### src/rtl/vtg_pkg.sv
// vtg_pkg: shared types and constants for the video timing generator.
//   pattern_e : test pattern selector encoding
//   state_e   : timing FSM state encoding
//   BAR_*     : colour-bar palette, plus bar_colour() lookup by bar index
package vtg_pkg;

  typedef enum logic [1:0] {
    PAT_SOLID = 2'd0,
    PAT_BARS  = 2'd1,
    PAT_GRAD  = 2'd2,
    PAT_CHECK = 2'd3
  } pattern_e;

  typedef enum logic [1:0] {
    ST_IDLE  = 2'd0,
    ST_RUN   = 2'd1,
    ST_DRAIN = 2'd2
  } state_e;

  localparam logic [23:0] BAR_WHITE   = 24'hFFFFFF;
  localparam logic [23:0] BAR_YELLOW  = 24'hFFFF00;
  localparam logic [23:0] BAR_CYAN    = 24'h00FFFF;
  localparam logic [23:0] BAR_GREEN   = 24'h00FF00;
  localparam logic [23:0] BAR_MAGENTA = 24'hFF00FF;
  localparam logic [23:0] BAR_RED     = 24'hFF0000;
  localparam logic [23:0] BAR_BLUE    = 24'h0000FF;
  localparam logic [23:0] BAR_BLACK   = 24'h000000;

  function automatic logic [23:0] bar_colour(input logic [2:0] idx);
    logic [23:0] c;
    case (idx)
      3'd0:    c = BAR_WHITE;
      3'd1:    c = BAR_YELLOW;
      3'd2:    c = BAR_CYAN;
      3'd3:    c = BAR_GREEN;
      3'd4:    c = BAR_MAGENTA;
      3'd5:    c = BAR_RED;
      3'd6:    c = BAR_BLUE;
      default: c = BAR_BLACK;
    endcase
    return c;
  endfunction

endpackage

### src/rtl/vtg_pattern.sv
// vtg_pattern: combinational test-pattern pixel generator.
//   pat_i       : selected pattern
//   x_i, y_i    : pixel coordinates (low 8 bits of the counters)
//   bar_idx_i   : colour-bar index from the bar sub-counter
//   frame_off_i : horizontal scroll offset added to gradient red
//   pixel_o     : 24-bit {R,G,B}
module vtg_pattern
  import vtg_pkg::*;
(
  input  pattern_e    pat_i,
  input  logic [7:0]  x_i,
  input  logic [7:0]  y_i,
  input  logic [2:0]  bar_idx_i,
  input  logic [7:0]  frame_off_i,
  output logic [23:0] pixel_o
);

  always_comb begin
    pixel_o = 24'h000000;
    case (pat_i)
      PAT_SOLID: pixel_o = BAR_WHITE;
      PAT_BARS:  pixel_o = bar_colour(bar_idx_i);
      PAT_GRAD:  pixel_o = {x_i + frame_off_i, y_i, x_i + y_i};
      PAT_CHECK: pixel_o = (x_i[3] ^ y_i[3]) ? BAR_WHITE : BAR_BLACK;
      default:   pixel_o = 24'h000000;
    endcase
  end

endmodule

### src/rtl/video_timing_gen.sv
// video_timing_gen: DE/HSYNC/VSYNC timing generator with selectable RGB
// test pattern. All outputs are registered and lag the counters by one clock.
//   clk, rst_n       : pixel clock, synchronous active-low reset
//   en               : run request (a started frame always completes)
//   pattern_sel      : 0 solid, 1 bars, 2 gradient, 3 checker
//   de_out, h_sync_out, v_sync_out, pixel_out : video outputs
//   busy             : FSM not idle
// Optional macro VTG_FRAME_CNT_EN adds frame_cnt[15:0] and scrolls the
// gradient horizontally by frame_cnt[7:0].
module video_timing_gen
  import vtg_pkg::*;
#(
  parameter int H_ACTIVE = 64,
  parameter int H_FP     = 4,
  parameter int H_SYNC   = 8,
  parameter int H_BP     = 4,
  parameter int V_ACTIVE = 48,
  parameter int V_FP     = 2,
  parameter int V_SYNC   = 2,
  parameter int V_BP     = 2,
  parameter bit SYNC_POL = 1'b1
) (
  input  logic        clk,
  input  logic        rst_n,
  input  logic        en,
  input  logic [1:0]  pattern_sel,
  output logic        de_out,
  output logic        h_sync_out,
  output logic        v_sync_out,
  output logic [23:0] pixel_out,
  output logic        busy
`ifdef VTG_FRAME_CNT_EN
  ,
  output logic [15:0] frame_cnt
`endif
);

  // state    | meaning
  // ST_IDLE  | counters held at (0,0), outputs at reset values
  // ST_RUN   | counters advance, frames repeat while en=1
  // ST_DRAIN | en dropped: finish current frame, then decide at the wrap

  localparam int H_TOTAL = H_ACTIVE + H_FP + H_SYNC + H_BP;
  localparam int V_TOTAL = V_ACTIVE + V_FP + V_SYNC + V_BP;
  localparam int HW      = $clog2(H_TOTAL);
  localparam int VW      = $clog2(V_TOTAL);
  localparam int BAR_W   = H_ACTIVE / 8;
  localparam int BW      = $clog2(BAR_W + 1);

  state_e          state_q, state_d;
  logic [HW-1:0]   h_q, h_d;
  logic [VW-1:0]   v_q, v_d;
  logic [BW-1:0]   bar_px_q, bar_px_d;
  logic [2:0]      bar_idx_q, bar_idx_d;
  pattern_e        pat_q, pat_d;
  logic            de_q, de_d;
  logic            hs_q, hs_d;
  logic            vs_q, vs_d;
  logic [23:0]     pix_q, pix_d;
  logic [23:0]     pat_pix;
  logic [7:0]      frame_off;
  logic            run, h_last, frame_wrap;

`ifdef VTG_FRAME_CNT_EN
  logic [15:0]     frame_q, frame_d;
  assign frame_off = frame_q[7:0];
  assign frame_cnt = frame_q;
`else
  assign frame_off = 8'd0;
`endif

  assign run        = (state_q != ST_IDLE);
  assign h_last     = (int'(h_q) == H_TOTAL - 1);
  assign frame_wrap = h_last && (int'(v_q) == V_TOTAL - 1);

  vtg_pattern u_pattern (
    .pat_i       (pat_q),
    .x_i         (8'(h_q)),
    .y_i         (8'(v_q)),
    .bar_idx_i   (bar_idx_q),
    .frame_off_i (frame_off),
    .pixel_o     (pat_pix)
  );

  always_comb begin
    state_d   = state_q;
    h_d       = '0;
    v_d       = '0;
    bar_px_d  = '0;
    bar_idx_d = '0;
    pat_d     = pat_q;
    de_d      = 1'b0;
    hs_d      = ~SYNC_POL;
    vs_d      = ~SYNC_POL;
    pix_d     = 24'h000000;
`ifdef VTG_FRAME_CNT_EN
    frame_d   = frame_q;
`endif

    case (state_q)
      ST_IDLE:  if (en) state_d = ST_RUN;
      // a wrap coinciding with en falling goes straight to IDLE
      ST_RUN:   if (!en) state_d = frame_wrap ? ST_IDLE : ST_DRAIN;
      ST_DRAIN: if (frame_wrap) state_d = en ? ST_RUN : ST_IDLE;
      default:  state_d = ST_IDLE;
    endcase

    if ((!run && en) || (run && frame_wrap)) pat_d = pattern_e'(pattern_sel);

    if (run) begin
      h_d = h_last ? '0 : h_q + 1'b1;
      v_d = v_q;
      if (h_last) v_d = (int'(v_q) == V_TOTAL - 1) ? '0 : v_q + 1'b1;

      // bar index tracks h_cnt by counting bar widths instead of dividing
      if (!h_last) begin
        if (int'(bar_px_q) == BAR_W - 1) begin
          bar_idx_d = bar_idx_q + 1'b1;
        end else begin
          bar_px_d  = bar_px_q + 1'b1;
          bar_idx_d = bar_idx_q;
        end
      end

      de_d = (int'(h_q) < H_ACTIVE) && (int'(v_q) < V_ACTIVE);
      if (int'(h_q) >= H_ACTIVE + H_FP && int'(h_q) < H_ACTIVE + H_FP + H_SYNC)
        hs_d = SYNC_POL;
      if (int'(v_q) >= V_ACTIVE + V_FP && int'(v_q) < V_ACTIVE + V_FP + V_SYNC)
        vs_d = SYNC_POL;
      if (de_d) pix_d = pat_pix;
`ifdef VTG_FRAME_CNT_EN
      if (frame_wrap) frame_d = frame_q + 1'b1;
`endif
    end
  end

  always_ff @(posedge clk) begin
    if (!rst_n) begin
      state_q   <= ST_IDLE;
      h_q       <= '0;
      v_q       <= '0;
      bar_px_q  <= '0;
      bar_idx_q <= '0;
      pat_q     <= PAT_SOLID;
      de_q      <= 1'b0;
      hs_q      <= ~SYNC_POL;
      vs_q      <= ~SYNC_POL;
      pix_q     <= 24'h000000;
`ifdef VTG_FRAME_CNT_EN
      frame_q   <= 16'd0;
`endif
    end else begin
      state_q   <= state_d;
      h_q       <= h_d;
      v_q       <= v_d;
      bar_px_q  <= bar_px_d;
      bar_idx_q <= bar_idx_d;
      pat_q     <= pat_d;
      de_q      <= de_d;
      hs_q      <= hs_d;
      vs_q      <= vs_d;
      pix_q     <= pix_d;
`ifdef VTG_FRAME_CNT_EN
      frame_q   <= frame_d;
`endif
    end
  end

  assign de_out     = de_q;
  assign h_sync_out = hs_q;
  assign v_sync_out = vs_q;
  assign pixel_out  = pix_q;
  assign busy       = run;

endmodule

### config.mk
export PLATFORM = sky130hd
export DESIGN_NAME = video_timing_gen
export DESIGN_NICKNAME = d
export VERILOG_FILES = /design/src/rtl/vtg_pkg.sv /design/src/rtl/vtg_pattern.sv /design/src/rtl/video_timing_gen.sv
export SDC_FILE = /design/constraint.sdc
export NUM_CORES = 1
export LEC_CHECK = 0
export CAP_MARGIN = 20
export CORE_ASPECT_RATIO = 0.6
export CORE_MARGIN = 2
export CORE_UTILIZATION = 57
export DETAILED_ROUTE_END_ITERATION = 8
export GPL_TIMING_DRIVEN = 0
export PLACE_DENSITY = 0.95
export SYNTH_ARGS = -nofsm -noshare
export SYNTH_HDL_FRONTEND = slang
export SYNTH_SLANG_ARGS = --single-unit
### constraint.sdc
create_clock -name clk -period 2.7 [get_ports clk]
set_input_delay 0.405 -clock clk [delete_from_list [all_inputs] [get_ports clk]]
set_output_delay 0.405 -clock clk [all_outputs]
set_load 0.01 [all_outputs]
# Word level (Yosys, flattened, before mapping)
# Cells that the tools add are included.
[classes]
n_eq_ne = 17
muxes = 12
magnitude_cmp = 6
addsub = 5
bitwise_logic = 3
n_reduce_logical = 17
[ops]
columns = ["operator", "n"]
rows = [
  ["24-bit one-hot mux with 7 select lines", 1],
  ["24-bit one-hot mux with 4 select lines", 1],
  ["24-bit two-way mux", 1],
  ["7-bit < comparator, second input constant", 2],
  ["6-bit < comparator, second input constant", 2],
  ["3-bit equality test, second input constant", 3],
  ["7-bit by 6-bit adder with 8-bit output", 1],
  ["2-bit two-way mux", 4],
  ["7-bit by 1-bit adder with 7-bit output, second input constant", 1],
  ["7-bit equality test, second input constant", 1],
  ["7-bit greater-or-equal comparator, second input constant", 1],
  ["6-bit by 1-bit adder with 6-bit output, second input constant", 1],
  ["2-bit equality test, second input constant", 3],
  ["3-bit by 2-bit equality test with 1-bit output, second input constant", 2],
  ["6-bit by 5-bit equality test with 1-bit output, second input constant", 1],
  ["6-bit greater-or-equal comparator, second input constant", 1],
  ["1-bit logical AND", 6],
  ["6-bit two-way mux", 1],
  ["2-bit inequality test, second input constant", 3],
  ["2-bit one-hot mux with 3 select lines", 1],
  ["3-bit AND reduction", 2],
  ["4-bit by 1-bit adder with 4-bit output, second input constant", 1],
  ["2-bit by 1-bit equality test with 1-bit output, second input constant", 2],
  ["4-bit equality test, second input constant", 1],
  ["13 further kinds", 17],
]
[word_totals]
reg_bits = 51
output_inout_bits = 28
elab_cells = 70
inputBits = 5

# Logic depth before layout (Yosys ltp)
[depth]
depth_word = 5
mapped_depth = 7

# Cells and area by module
# Synthesis repeated with hierarchy kept, for this count alone.
[hier_totals]
hier_cells = 284
area_unflattened_um2 = 2598.7
[modules_own_cells]
columns = ["mod", "cells_per_inst", "area_each_um2", "seq_area_each_um2", "n_inst"]
rows = [
  ["video_timing_gen", 176, 1783.0, 1021.0, 1],
  ["vtg_pattern", 108, 815.8, 0.0, 1],
]

# Worst setup path after synthesis
# Ideal clock, no wire load.
[synth_path]
path_type = "reg-to-reg"
from = "register h_q[1]"
to = "register v_q[3]"
path_buffers = 1
arrival_time_ns = 1.739
setup_slack_ns = 0.889
stages_incl_launch_ff = 7
path_cell_list = "dfxtp_1 -> ha_1 -> nand3_1 -> or2_0 -> buf_2 -> or4_1 -> a21oi_1"
[synth_between]
elab_chain_len = 1
[synth_lines]
columns = ["item", "line_no", "text"]
rows = [
  ["from (decl)", "video_timing_gen.sv:51", "logic [HW-1:0] h_q, h_d;"],
  ["from (signal assigned)", "video_timing_gen.sv:140", "h_q <= '0;"],
  ["from (signal assigned)", "video_timing_gen.sv:154", "h_q <= h_d;"],
  ["7-bit equality test", "video_timing_gen.sv:73", "assign h_last = (int'(h_q) == H_TOTAL - 1);"],
  ["to (signal assigned)", "video_timing_gen.sv:155", "v_q <= v_d;"],
  ["to (decl)", "video_timing_gen.sv:52", "logic [VW-1:0] v_q, v_d;"],
]
# No other way between the ends.
# A chain may end at the register's enable or synchronous reset.

# Final worst setup path
[layout_path]
from = "register h_q[1]"
to = "register h_q[3]"
[layout_between]
elab_chain_len = 2
[layout_lines]
columns = ["item"]
rows = [
  ["branches (longest 2 deep; another with 7-bit by 1-bit adder with 7-bit output)"],
]
# Parallel ways; which one is timed is not known.

==> flow_metrics.env <==
export IMPL_placed_area_um2=2540
export IMPL_floorplan_die_area_um2=4310
export IMPL_wire_per_inst_um=13.5
export IMPL_fin_skew_ns=0.00698
export IMPL_hp_class="flop to flop"
export IMPL_synth_edf_count=0
export IMPL_power_density_nw_per_um2=554
export IMPL_status="finished, final reports clean"
export IMPL_antenna_found_initial=0
export IMPL_cts_max_level=2
export IMPL_drive_above_1_share=0.0429
export IMPL_clkTransAtPathRegs_ns=0.08
export IMPL_avgSynthCellArea_um2=8.96
export IMPL_tritoncts="done"
export IMPL_gp_congestion=0.893
export IMPL_crit_type="flop to flop"
export IMPL_start_kind="flop"
export IMPL_grt_use_total=0.226
export IMPL_cp_max_fo=10
export IMPL_grt_max_degree=15
export IMPL_vdd_drop_max_mv=0.390
export IMPL_synthesis_area_um2=2160
export IMPL_std_cell_rows=17
export IMPL_fin_area_um2=2650
export IMPL_required_ns=2.88
export IMPL_post_cts_buffers=0
export IMPL_initial_core_util=0.590
export IMPL_cts_buffers=5
export IMPL_diodes=0
export IMPL_clock_sinks=50
export IMPL_cts_resized=0
export IMPL_syn_inst=241
export IMPL_insertion_delay_ns=0.31
export IMPL_drtIter0Drc=116
export IMPL_grt_pass1_wl_um=7600
export IMPL_leakagePower_nw=1.05
export IMPL_vias=1824
export IMPL_setup_viol=0
export IMPL_io_pins=33
export IMPL_grt_overflow=0
export IMPL_numPortBuffers=32
export IMPL_dieWidth_um=83.4
export IMPL_rsz0062_at_grt="no"
export IMPL_viasPerCell=5.58
export IMPL_max_freq_mhz=463
export IMPL_first_pass_iters=4
export IMPL_dp_hpwl_um=3190
export IMPL_syn2layout_area_growth_pct=22.8
export IMPL_ys_ff_latch=50
export IMPL_slew_headroom=0.392
export IMPL_synth_fp_nets=262
export IMPL_finalCriticalPeriod_ns=2.16
export IMPL_drc_errors=0
export IMPL_drv_cap=0
export IMPL_detail_route_antenna_nets=0
export IMPL_cts_hold_buffers=0
export IMPL_core_um2=3660
export IMPL_end_kind="flop"
export IMPL_die_height_um=51.7
export IMPL_postSynth_asyncResetShare=0
export IMPL_cts_root_buf="clkbuf_8"
export IMPL_ys_warn_count=0
export IMPL_setup_tns_ns=0
export IMPL_fin_nets=301
export IMPL_tightest_slew_ns=0.904
export IMPL_cts_buffer_depth=2
export IMPL_wirelength_um=4430
export IMPL_synth_top_flop_cell="dfxtp_1"
export IMPL_yosysSeqAreaShare=0.464
export IMPL_post_route_period_util=0.800
export IMPL_crit_arrival_ns=2.34
export IMPL_synthDistinctLibCells=43
export IMPL_maxSlewViolCount=0
export IMPL_hold_viol_final=0
export IMPL_grt_pass1_vias=1681
-- cell usage after synthesis (5+ instances only) --
cell | instances | share of area
dfxtp_1 | 50 | 0.46
nor2_1 | 30 | 0.052
nand2_1 | 25 | 0.043
a21oi_1 | 19 | 0.044
ha_1 | 15 | 0.087
nand3_1 | 14 | 0.032
inv_1 | 8 | 0.014
nor3_1 | 7 | 0.016
clkbuf_1 | 6 | 0.010
o21ai_0 | 6 | 0.014
xnor2_1 | 6 | 0.024
and3_1 | 5 | 0.014
-- layer usage --
metal,track usage,routed length [µm],up-vias
li1,-,-,916
met1,0.289,2090,822
met2,0.360,1890,74
met3,0.0651,344,12
met4,0.105,104,0
met5,0,0,-
-- cell type report --
class,instances,area (µm²)
Buffer,9,38.8
Clock buffer,6,82.6
Clock inverter,1,30.0
Fill cell,289,1010
Inverter,8,30.0
Multi-Input combinational cell,174,1090
Sequential cell,50,1000
Tap cell,47,58.8
Timing Repair Buffer,32,320
-- path summary, 6_finish.rpt --
| check | start | end | slack [ns] | cells after the start |
|---|---|---|---|---|
| min | bar_px_q[0] | bar_px_q[0] | 0.48 | 1 |
| max | h_q[1] | h_q[3] | 0.54 | 7 |
| min reg2reg | bar_px_q[0] | bar_px_q[0] | 0.48 | 1 |
| max reg2reg | h_q[1] | h_q[3] | 0.54 | 7 |
-- metrics by stage --
step           utilization  worst slack (ns)  hold WS (ns)  instances  power [W]
2_1_floorplan            -             0.889         0.432        241   0.000873
3_3_place_gp         0.694             0.570         0.447        320   0.000949
3_5_place_dp         0.694             0.514         0.463        320   0.000954
4_1_cts              0.724             0.569         0.473        327    0.00148
5_1_grt              0.724             0.391         0.518        327    0.00152
6_report             0.724             0.541         0.475        327    0.00147
-- flip-flops by register name (all words and copies together), names as in the netlist --
| signal | count |
|---|---|
| bar_idx_q | 3 |
| pat_q | 2 |
| pixel_out | 23 |
| h_sync_out | 1 |
| h_q | 7 |
| de_out | 1 |
| state_q | 2 |
| v_q | 6 |
| bar_px_q | 4 |
| v_sync_out | 1 |
-- report_power, final --
group	internal [W]	switching (W)
sequential	0.000771	0.0000169
clock	0.000296	0.000234
combinational	0.0000778	0.0000718
total	0.00114	0.000323
-- layout by cell type (no fill, tap or decap), drive strengths merged, types with 2 or more instances in the layout --
| cell | n |
|---|---|
| nor2b | 3 |
| clkbuf | 12 |
| ha | 15 |
| o2111ai | 2 |
| nand2 | 25 |
| nor3b | 2 |
| nor3 | 7 |
| nor4 | 2 |
| and3b | 2 |
| and3 | 5 |
| o21ai | 7 |
| nand2b | 4 |
| a31oi | 2 |
| buf | 3 |
| mux2i | 4 |
| nand3 | 14 |
| inv | 8 |
| clkdlybuf4s50 | 32 |
| or2 | 2 |
| xor2 | 4 |
| nor2 | 30 |
| o31ai | 4 |
| xnor2 | 6 |
| a21oi | 19 |
| dfxtp | 50 |
-- cell families (layout without fill, tap and decap cells) --
| family | after synthesis | after routing | share of synthesized area |
|---|---|---|---|
| AO/OA/AOI/OAI | 44 | 44 | 0.129 |
| XOR/XNOR | 10 | 10 | 0.0406 |
| adder cells (fa/ha/maj) | 16 | 16 | 0.0962 |
| buffers and inverters | 17 | 56 | 0.0319 |
| flip-flops | 50 | 50 | 0.464 |
| multiplexers | 4 | 4 | 0.0186 |
| AND/OR/NAND/NOR | 100 | 100 | 0.220 |
-- critical path, stage by stage (launching register included) --
cell	delay, ns
dfxtp_1	0.48
ha_1	0.27
nand3_1	0.21
or2_0	0.28
buf_2	0.17
nand2_1	0.09
clkbuf_1	0.40
nor2_1	0.11
(Power assumes the default switching activity.)
